==> src/rtl/minimig_autoconfig_sequencer_pkg.sv <==
// Shared types and constants for the autoconfig sequencer.
package minimig_autoconfig_pkg;

  typedef enum logic [2:0] {
    S_IDLE,
    S_RD_TYPE,
    S_RD_SIZE,
    S_DECODE,
    S_WRITE,
    S_GAP,
    S_DONE
  } state_t;

  // Autoconfig register offsets (byte offsets, A8:0)
  localparam logic [8:0] AC_TYPE   = 9'h000;
  localparam logic [8:0] AC_SIZE   = 9'h002;
  localparam logic [8:0] AC_Z3BASE = 9'h044;
  localparam logic [8:0] AC_Z2BASE = 9'h048;
  localparam logic [8:0] AC_SHUTUP = 9'h04C;

  // Board type codes from nibble[3:2] of offset 0x00
  localparam logic [1:0] TYPE_Z2 = 2'b11;
  localparam logic [1:0] TYPE_Z3 = 2'b10;

  // The bus carries A8:1, so drop the byte bit of an offset
  function automatic logic [7:0] word_addr(input logic [8:0] off);
    return off[8:1];
  endfunction

endpackage

==> src/rtl/minimig_ac_size_decode.sv <==
// Board size decode and base placement. Pointers and limits are in 64K
// units (A23:16 for Zorro II, A31:16 for Zorro III); each path carries one
// extra carry bit so a wrap past the top of the space never looks like a fit.
module minimig_ac_size_decode (
  input  logic        is_z3,
  input  logic [2:0]  code,
  input  logic [15:0] pointer,
  input  logic [15:0] limit,
  output logic [15:0] base,
  output logic [15:0] next_ptr,
  output logic        fits
);

  logic [8:0]  z2_size, z2_mask, z2_base, z2_end;
  logic        z2_fits;
  logic [16:0] z3_size, z3_mask, z3_base, z3_end;
  logic        z3_fits;

  // Zorro II: 8M for code 0, otherwise 64K << (code-1). Alignment is capped
  // at 2M, so an 8M board still lands at 0x200000 and fills the space.
  always_comb begin
    z2_size = (code == 3'd0) ? 9'h080 : (9'h001 << (code - 3'd1));
    z2_mask = (code == 3'd0 || code >= 3'd6) ? 9'h01F : (z2_size - 9'h001);
    z2_base = ({1'b0, pointer[7:0]} + z2_mask) & ~z2_mask;
    z2_end  = z2_base + z2_size;
    z2_fits = (z2_end <= {1'b0, limit[7:0]});
  end

  // Zorro III: 16M << code for codes 0..3, codes 4..7 are never placed
  always_comb begin
    z3_size = 17'h00100 << code[1:0];
    z3_mask = z3_size - 17'h00001;
    z3_base = ({1'b0, pointer} + z3_mask) & ~z3_mask;
    z3_end  = z3_base + z3_size;
    z3_fits = !code[2] && (z3_end <= {1'b0, limit});
  end

  // Select the path for the board type being configured
  always_comb begin
    if (is_z3) begin
      base     = z3_base[15:0];
      next_ptr = z3_end[15:0];
      fits     = z3_fits;
    end else begin
      base     = {8'h00, z2_base[7:0]};
      next_ptr = {8'h00, z2_end[7:0]};
      fits     = z2_fits;
    end
  end

endmodule

==> src/rtl/minimig_autoconfig_sequencer.sv <==
// Hardware autoconfig master. Passes CPU cycles to the autoconfig slave when
// idle; after a start pulse it stalls the CPU, walks the board chain, places
// each board in Zorro II/III space and shuts up boards that do not fit.
module minimig_autoconfig_sequencer
  import minimig_autoconfig_pkg::*;
#(
  parameter logic [7:0]  Z2_START   = 8'h20,
  parameter logic [7:0]  Z2_LIMIT   = 8'hA0,
  parameter logic [15:0] Z3_START   = 16'h4000,
  parameter logic [15:0] Z3_LIMIT   = 16'h8000,
  parameter int          MAX_BOARDS = 5
) (
  input  logic        clk,
  input  logic        reset,
  input  logic        clk7_en,
  input  logic        start,
  input  logic [7:0]  cpu_address,
  input  logic [15:0] cpu_data,
  input  logic        cpu_rd,
  input  logic        cpu_hwr,
  input  logic        cpu_lwr,
  input  logic        cpu_sel,
  output logic        cpu_wait,
  output logic [7:0]  ac_address,
  output logic [15:0] ac_wdata,
  output logic        ac_rd,
  output logic        ac_hwr,
  output logic        ac_lwr,
  output logic        ac_sel,
  input  logic [15:0] ac_rdata,
  output logic        busy,
  output logic        done,
  output logic        error,
  output logic [2:0]  board_count,
  output logic [7:0]  z2_next,
  output logic [15:0] z3_next
);

  localparam logic [2:0] LAST_BOARD = 3'(MAX_BOARDS - 1);

  state_t      state, state_nx;
  logic        second;       // second beat of a two-beat read
  logic        start_pend;
  logic        is_z3;
  logic [2:0]  code;
  logic [7:0]  wr_addr;
  logic [15:0] wr_data;
  logic        go;
  logic        type_ok;
  logic [15:0] dec_ptr, dec_limit, dec_base, dec_next;
  logic        dec_fits;
  logic [11:0] unused_rdata;

  assign unused_rdata = ac_rdata[11:0];
  assign go           = start | start_pend;
  assign type_ok      = (ac_rdata[15:14] == TYPE_Z2) || (ac_rdata[15:14] == TYPE_Z3);
  assign dec_ptr      = is_z3 ? z3_next : {8'h00, z2_next};
  assign dec_limit    = is_z3 ? Z3_LIMIT : {8'h00, Z2_LIMIT};

  minimig_ac_size_decode u_size (
    .is_z3    (is_z3),
    .code     (code),
    .pointer  (dec_ptr),
    .limit    (dec_limit),
    .base     (dec_base),
    .next_ptr (dec_next),
    .fits     (dec_fits)
  );

  // State register, advances only on bus beats
  always_ff @(posedge clk or posedge reset) begin
    if (reset)        state <= S_IDLE;
    else if (clk7_en) state <= state_nx;
  end

  // Next-state logic
  always_comb begin
    state_nx = state;
    case (state)
      S_IDLE:    if (go) state_nx = S_RD_TYPE;
      S_RD_TYPE: if (second) state_nx = type_ok ? S_RD_SIZE : S_DONE;
      S_RD_SIZE: if (second) state_nx = S_DECODE;
      S_DECODE:  state_nx = S_WRITE;
      S_WRITE:   state_nx = S_GAP;
      S_GAP:     state_nx = (board_count == LAST_BOARD) ? S_DONE : S_RD_TYPE;
      S_DONE:    state_nx = S_IDLE;
      default:   state_nx = S_IDLE;
    endcase
  end

  // Slave port mux: CPU pass-through when idle, internal cycles otherwise.
  // Reset forces everything low so the slave sees nothing while held.
  always_comb begin
    ac_address = 8'h00;
    ac_wdata   = 16'h0000;
    ac_rd      = 1'b0;
    ac_hwr     = 1'b0;
    ac_lwr     = 1'b0;
    ac_sel     = 1'b0;
    cpu_wait   = 1'b0;
    if (!reset) begin
      if (state == S_IDLE) begin
        ac_address = cpu_address;
        ac_wdata   = cpu_data;
        ac_rd      = cpu_rd;
        ac_hwr     = cpu_hwr;
        ac_lwr     = cpu_lwr;
        ac_sel     = cpu_sel;
      end else begin
        cpu_wait = cpu_sel;
        case (state)
          S_RD_TYPE: begin
            ac_address = word_addr(AC_TYPE);
            ac_sel     = 1'b1;
            ac_rd      = 1'b1;
          end
          S_RD_SIZE: begin
            ac_address = word_addr(AC_SIZE);
            ac_sel     = 1'b1;
            ac_rd      = 1'b1;
          end
          S_WRITE: begin
            ac_address = wr_addr;
            ac_wdata   = wr_data;
            ac_sel     = 1'b1;
            ac_hwr     = 1'b1;
            ac_lwr     = 1'b1;
          end
          default: ;
        endcase
      end
    end
  end

  // Datapath: start latch, captured nibbles, pointers and status
  always_ff @(posedge clk or posedge reset) begin
    if (reset) begin
      second      <= 1'b0;
      start_pend  <= 1'b0;
      is_z3       <= 1'b0;
      code        <= 3'd0;
      wr_addr     <= 8'h00;
      wr_data     <= 16'h0000;
      board_count <= 3'd0;
      z2_next     <= Z2_START;
      z3_next     <= Z3_START;
      busy        <= 1'b0;
      done        <= 1'b0;
      error       <= 1'b0;
    end else begin
      // Start is caught between beats; it is ignored while sequencing
      if (start && !busy) start_pend <= 1'b1;
      if (clk7_en) begin
        case (state)
          S_IDLE: if (go) begin
            start_pend  <= 1'b0;
            busy        <= 1'b1;
            done        <= 1'b0;
            error       <= 1'b0;
            board_count <= 3'd0;
          end
          S_RD_TYPE: begin
            second <= !second;
            if (second) begin
              is_z3 <= (ac_rdata[15:14] == TYPE_Z3);
              if (!type_ok) busy <= 1'b0;
            end
          end
          S_RD_SIZE: begin
            second <= !second;
            if (second) code <= ac_rdata[14:12];
          end
          S_DECODE: begin
            if (dec_fits) begin
              if (is_z3) begin
                wr_addr <= word_addr(AC_Z3BASE);
                wr_data <= dec_base;
                z3_next <= dec_next;
              end else begin
                wr_addr <= word_addr(AC_Z2BASE);
                wr_data <= {dec_base[7:0], dec_base[7:0]};
                z2_next <= dec_next[7:0];
              end
            end else begin
              wr_addr <= word_addr(AC_SHUTUP);
              wr_data <= 16'h0000;
              error   <= 1'b1;
            end
          end
          S_GAP: begin
            board_count <= board_count + 3'd1;
            if (board_count == LAST_BOARD) begin
              error <= 1'b1;
              busy  <= 1'b0;
            end
          end
          S_DONE: done <= 1'b1;
          default: ;
        endcase
      end
    end
  end

endmodule

==> config.mk <==
export PLATFORM = sky130hd
export DESIGN_NAME = minimig_autoconfig_sequencer
export DESIGN_NICKNAME = d
export VERILOG_FILES = /design/src/rtl/minimig_autoconfig_sequencer_pkg.sv /design/src/rtl/minimig_ac_size_decode.sv /design/src/rtl/minimig_autoconfig_sequencer.sv
export SDC_FILE = /design/constraint.sdc
export NUM_CORES = 1
export LEC_CHECK = 0
export BUFFER_PORTS_ARGS = -buffer_cell sky130_fd_sc_hd__buf_2
export CORE_MARGIN = 3
export CORE_UTILIZATION = 45
export CTS_BUF_LIST = sky130_fd_sc_hd__clkbuf_2 sky130_fd_sc_hd__clkbuf_4 sky130_fd_sc_hd__clkbuf_8
export CTS_CLUSTER_SIZE = 20
export DETAILED_ROUTE_END_ITERATION = 16
export GPL_ROUTABILITY_DRIVEN = 1
export PLACE_DENSITY = 0.68
export SLEW_MARGIN = 5
export SYNTH_ARGS = -nofsm -noshare
export SYNTH_HDL_FRONTEND = slang
export SYNTH_SLANG_ARGS = --single-unit
export TNS_END_PERCENT = 30
==> constraint.sdc <==
create_clock -name clk -period 7.7 [get_ports clk]
set_input_delay 1.54 -clock clk [delete_from_list [all_inputs] [get_ports clk]]
set_output_delay 1.54 -clock clk [all_outputs]
set_load 0.005 [all_outputs]
==> impl_metrics.py <==
metrics = {
    "status": {
        "status": "finished clean",
    },
    "sta": {
        "finalMaxSlewViolations": 0,
        "timing.fmax_ghz": 0.151,
        "min_period_over_period": 0.862,
        "finClkSkew_ns": 0.0106,
        "final.setup.worst_slack_ns": 1.06,
        "worst_pin_slew_ns": 1.01,
        "final_hold_viol_count": 0,
        "maxSlewHeadroom": 0.327,
        "rsz0062_at_grt": "false",
        "tns_ns": 0,
        "setup_violations": 0,
        "period_minus_slack_ns": 6.64,
        "whs_ns": 0.477,
    },
    "die": {
        "die_h_um": 112,
        "num_io_pins": 107,
        "start_util": 0.464,
        "die_w_um": 112,
        "core-area_um2": 10900,
        "die_area_um2": 12500,
        "fp-row-count": 38,
    },
    "global_route": {
        "overflow": 0,
        "antenna_found_initial": 0,
        "grtUsageTotal": 0.233,
        "grt_pass1_wl_um": 23800,
        "grt_pass1_vias": 4648,
        "grt_max_degree": 61,
    },
    "place": {
        "gp_congestion": 0.903,
        "portBuffers": 94,
        "dpl_cell_area_um2": 5630,
        "dp_cells": 816,
        "dp_slack_ns": 1.13,
        "dpl.hpwl_um": 11000,
    },
    "synth": {
        "synth.distinct_cells": 74,
        "synth-edff-count": 0,
        "ys_async_sr_fraction": 1.00,
        "yosysTopAreaCellShare": 0.277,
        "synth_flop_cell": "dfrtp_1",
        "synth_seq_cells": 58,
        "ys_warn_count": 0,
        "syn_area_um2": 5050,
        "synth_top_cell_by_area": "dfrtp_1",
        "syn_area_per_cell_um2": 8.38,
        "synth_cells": 603,
        "yosysSeqAreaShare": 0.288,
        "synth_area_leaders": "dfrtp_1 (28%), ha_1 (8.7%), nand2_1 (4.8%)",
    },
    "power_and_ir_drop": {
        "ir_drop_mv": 0.237,
        "power_frac_comb": 0.688,
        "power_density_nw_per_um2": 465,
        "total_power_mw": 2.70,
        "sequentialPowerShare": 0.214,
        "clkPwrFrac": 0.098,
        "cellInternalPower_mw": 1.29,
        "p_sw_frac": 0.523,
        "total_leakage_power_nw": 2.99,
        "p_sw_mw": 1.41,
    },
    "drt": {
        "vias": 4849,
        "remaining_drc_errors": 0,
        "drt-initial-drc-count": 468,
        "drt-pass1-iter-count": 5,
        "drt.antenna.violating_nets": 0,
        "via_per_inst": 5.83,
        "finalWirelength_um": 14400,
        "wl_per_cell_um": 17.3,
    },
    "clocking": {
        "cts_tree": "done",
        "hold_buffers": 0,
        "ctsHtreeMaxLevel": 3,
        "cts_buffer_depth": 2,
        "cts_buffers": 9,
        "cts_root_buf": "clkbuf_8",
        "clock_latency_ns": 0.36,
        "cts-resized-gates": 0,
        "path_clk_slew_ns": 0.07,
        "cts_sinks": 58,
        "post-cts-setup-buffers": 0,
    },
    "critical_path": {
        "crit_required_ns": 7.94,
        "r2r_cells": 20,
        "r2r_slack_ns": 1.06,
        "cp.arrival_ns": 6.88,
        "worstSetupEndpointType": "flip-flop",
        "reg2reg_from": "code[0]",
        "crit_path_start_kind": "flip-flop",
        "worstPathMaxFanout": 18,
        "r2r_end": "z3_next[7]",
        "critPathKind": "flip-flop to flip-flop",
    },
    "layout": {
        "area_growth_pct": 14.9,
        "antennaDiodeCount": 0,
        "drive_gt1_frac": 0.214,
        "final_cell_count_no_fill": 832,
        "multi_input_area_um2": 3370,
        "design_area_um2": 5810,
        "fillerInstances": 1026,
        "nets": 771,
        "regArea_um2": 1460,
        "final_util": 0.533,
    },
    "min_path": {
        "hold_start": "wr_addr[5]",
        "holdPathStages": 1,
        "min_to": "wr_addr[5]",
        "hold_path.class": "flip-flop to flip-flop",
    },
    "run": {
        "maxCapViolCount": 0,
    },
}
-- power groups by stage --
stage | clock (mW) | sequential [mW] | combinational [mW]
3_3_place_gp | 0 | 0.573 | 1.79
4_1_cts | 0.269 | 0.574 | 1.84
2_1_floorplan | 0 | 0.471 | 1.44
5_1_grt | 0.286 | 0.598 | 2.09
6_report | 0.265 | 0.578 | 1.86
3_5_place_dp | 0 | 0.580 | 1.83
-- routing by layer --
layer	track usage	wire length, um	vias up
li1	-	-	2349
met1	0.324	6470	2315
met2	0.375	6650	158
met3	0.0370	946	27
met4	0.0745	301	0
met5	0	0	-
-- synthesized netlist by cell type, types with 5 or more instances --
cell      count
nand2_1      64
nor2_1       62
dfrtp_1      56
ha_1         35
inv_1        32
o21ai_0      30
a21oi_1      27
clkbuf_1     23
mux2i_1      22
xnor2_1      19
mux2_2       17
and2_1       15
nor2b_1      15
nand3_1      14
a21o_1       10
or3_1        10
nor3_1        9
nor4_1        9
xor2_1        9
nand4_1       8
nand2b_1      7
a31oi_1       6
nor3b_1       6
a211oi_1      5
a22o_1        5
o21bai_1      5
-- critical path, cell delays in order, from the launching register on --
cell and delay (ns):
dfrtp_1 0.63, and2_1 0.39, inv_1 0.23, ha_1 0.38, inv_1 0.10, ha_1 0.45, a21oi_1 0.14, o2111a_1 0.15
a2111oi_0 0.77, nand2_1 0.30, nor3_1 0.34, nand2_1 0.11, xnor2_1 0.17, ha_1 0.32, a21oi_1 0.08, or3_1 0.40
a2111oi_0 0.35, o311a_2 0.27, o221ai_4 0.19, nor2_8 0.35, mux2_2 0.38
-- registers in the layout, summed over array words and instances (netlist names) --
name / count
wr_data: 16
z3_next: 16
z2_next: 8
board_count: 3
code: 3
state: 3
wr_addr: 3
busy: 1
done: 1
error: 1
is_z3: 1
second: 1
start_pend: 1
-- layout by cell type, fill, tap and decap left out, drive strengths merged, types with 6 or more instances in the layout --
master / Yosys / final
mux2: 19 / 19
or4: 6 / 6
inv: 32 / 33
dfrtp: 56 / 56
nor3: 9 / 9
a21o: 10 / 10
nor3b: 6 / 6
or3: 10 / 10
nor2: 63 / 63
nand4: 8 / 8
ha: 35 / 35
nand2: 64 / 64
a31oi: 6 / 6
and2: 15 / 15
a211oi: 6 / 6
nor4: 9 / 9
o21ai: 30 / 30
nand2b: 7 / 7
xor2: 9 / 9
xnor2: 19 / 19
mux2i: 22 / 22
buf: 5 / 99
nor2b: 15 / 15
nand3: 14 / 14
clkbuf: 23 / 10
a21oi: 27 / 27
-- final cells by class --
class | count | share of cell area
clock buffer | 10 | 0.0237
clock inverter | 6 | 0.00711
inverter | 33 | 0.0213
multi-input combinational | 486 | 0.580
sequential | 58 | 0.251
tap | 140 | 0.0302
timing repair buffer | 99 | 0.0875
-- cell families (layout without fill, tap and decap cells) --
family                     after synthesis  count (layout)  synth area share
and+or+nand+nor                        238             238             0.238
xor gates and xnor gates                28              28            0.0485
muxes                                   41              41            0.0874
AOI/OAI and AO/OA                      139             139             0.198
adders and majority gates               37              37            0.0926
buffers and inverters                   61             148            0.0478
other                                    1               3          0.000742
DFF                                     58              58             0.288
-- how the worst max path moves through the flow --
stage               startpoint           to  slack [ns]  cells after the start
global route           code[0]  wr_data[12]        0.33                     25
finish                 code[0]   z3_next[7]        1.06                     20
global placement       code[0]  wr_data[12]        1.19                     27
detailed placement     code[0]  wr_data[12]        1.13                     25
floorplan                is_z3  z3_next[15]        2.06                     22
CTS                    code[0]  wr_data[12]        1.09                     27
Note: power is estimated with default switching activity, not from simulation.
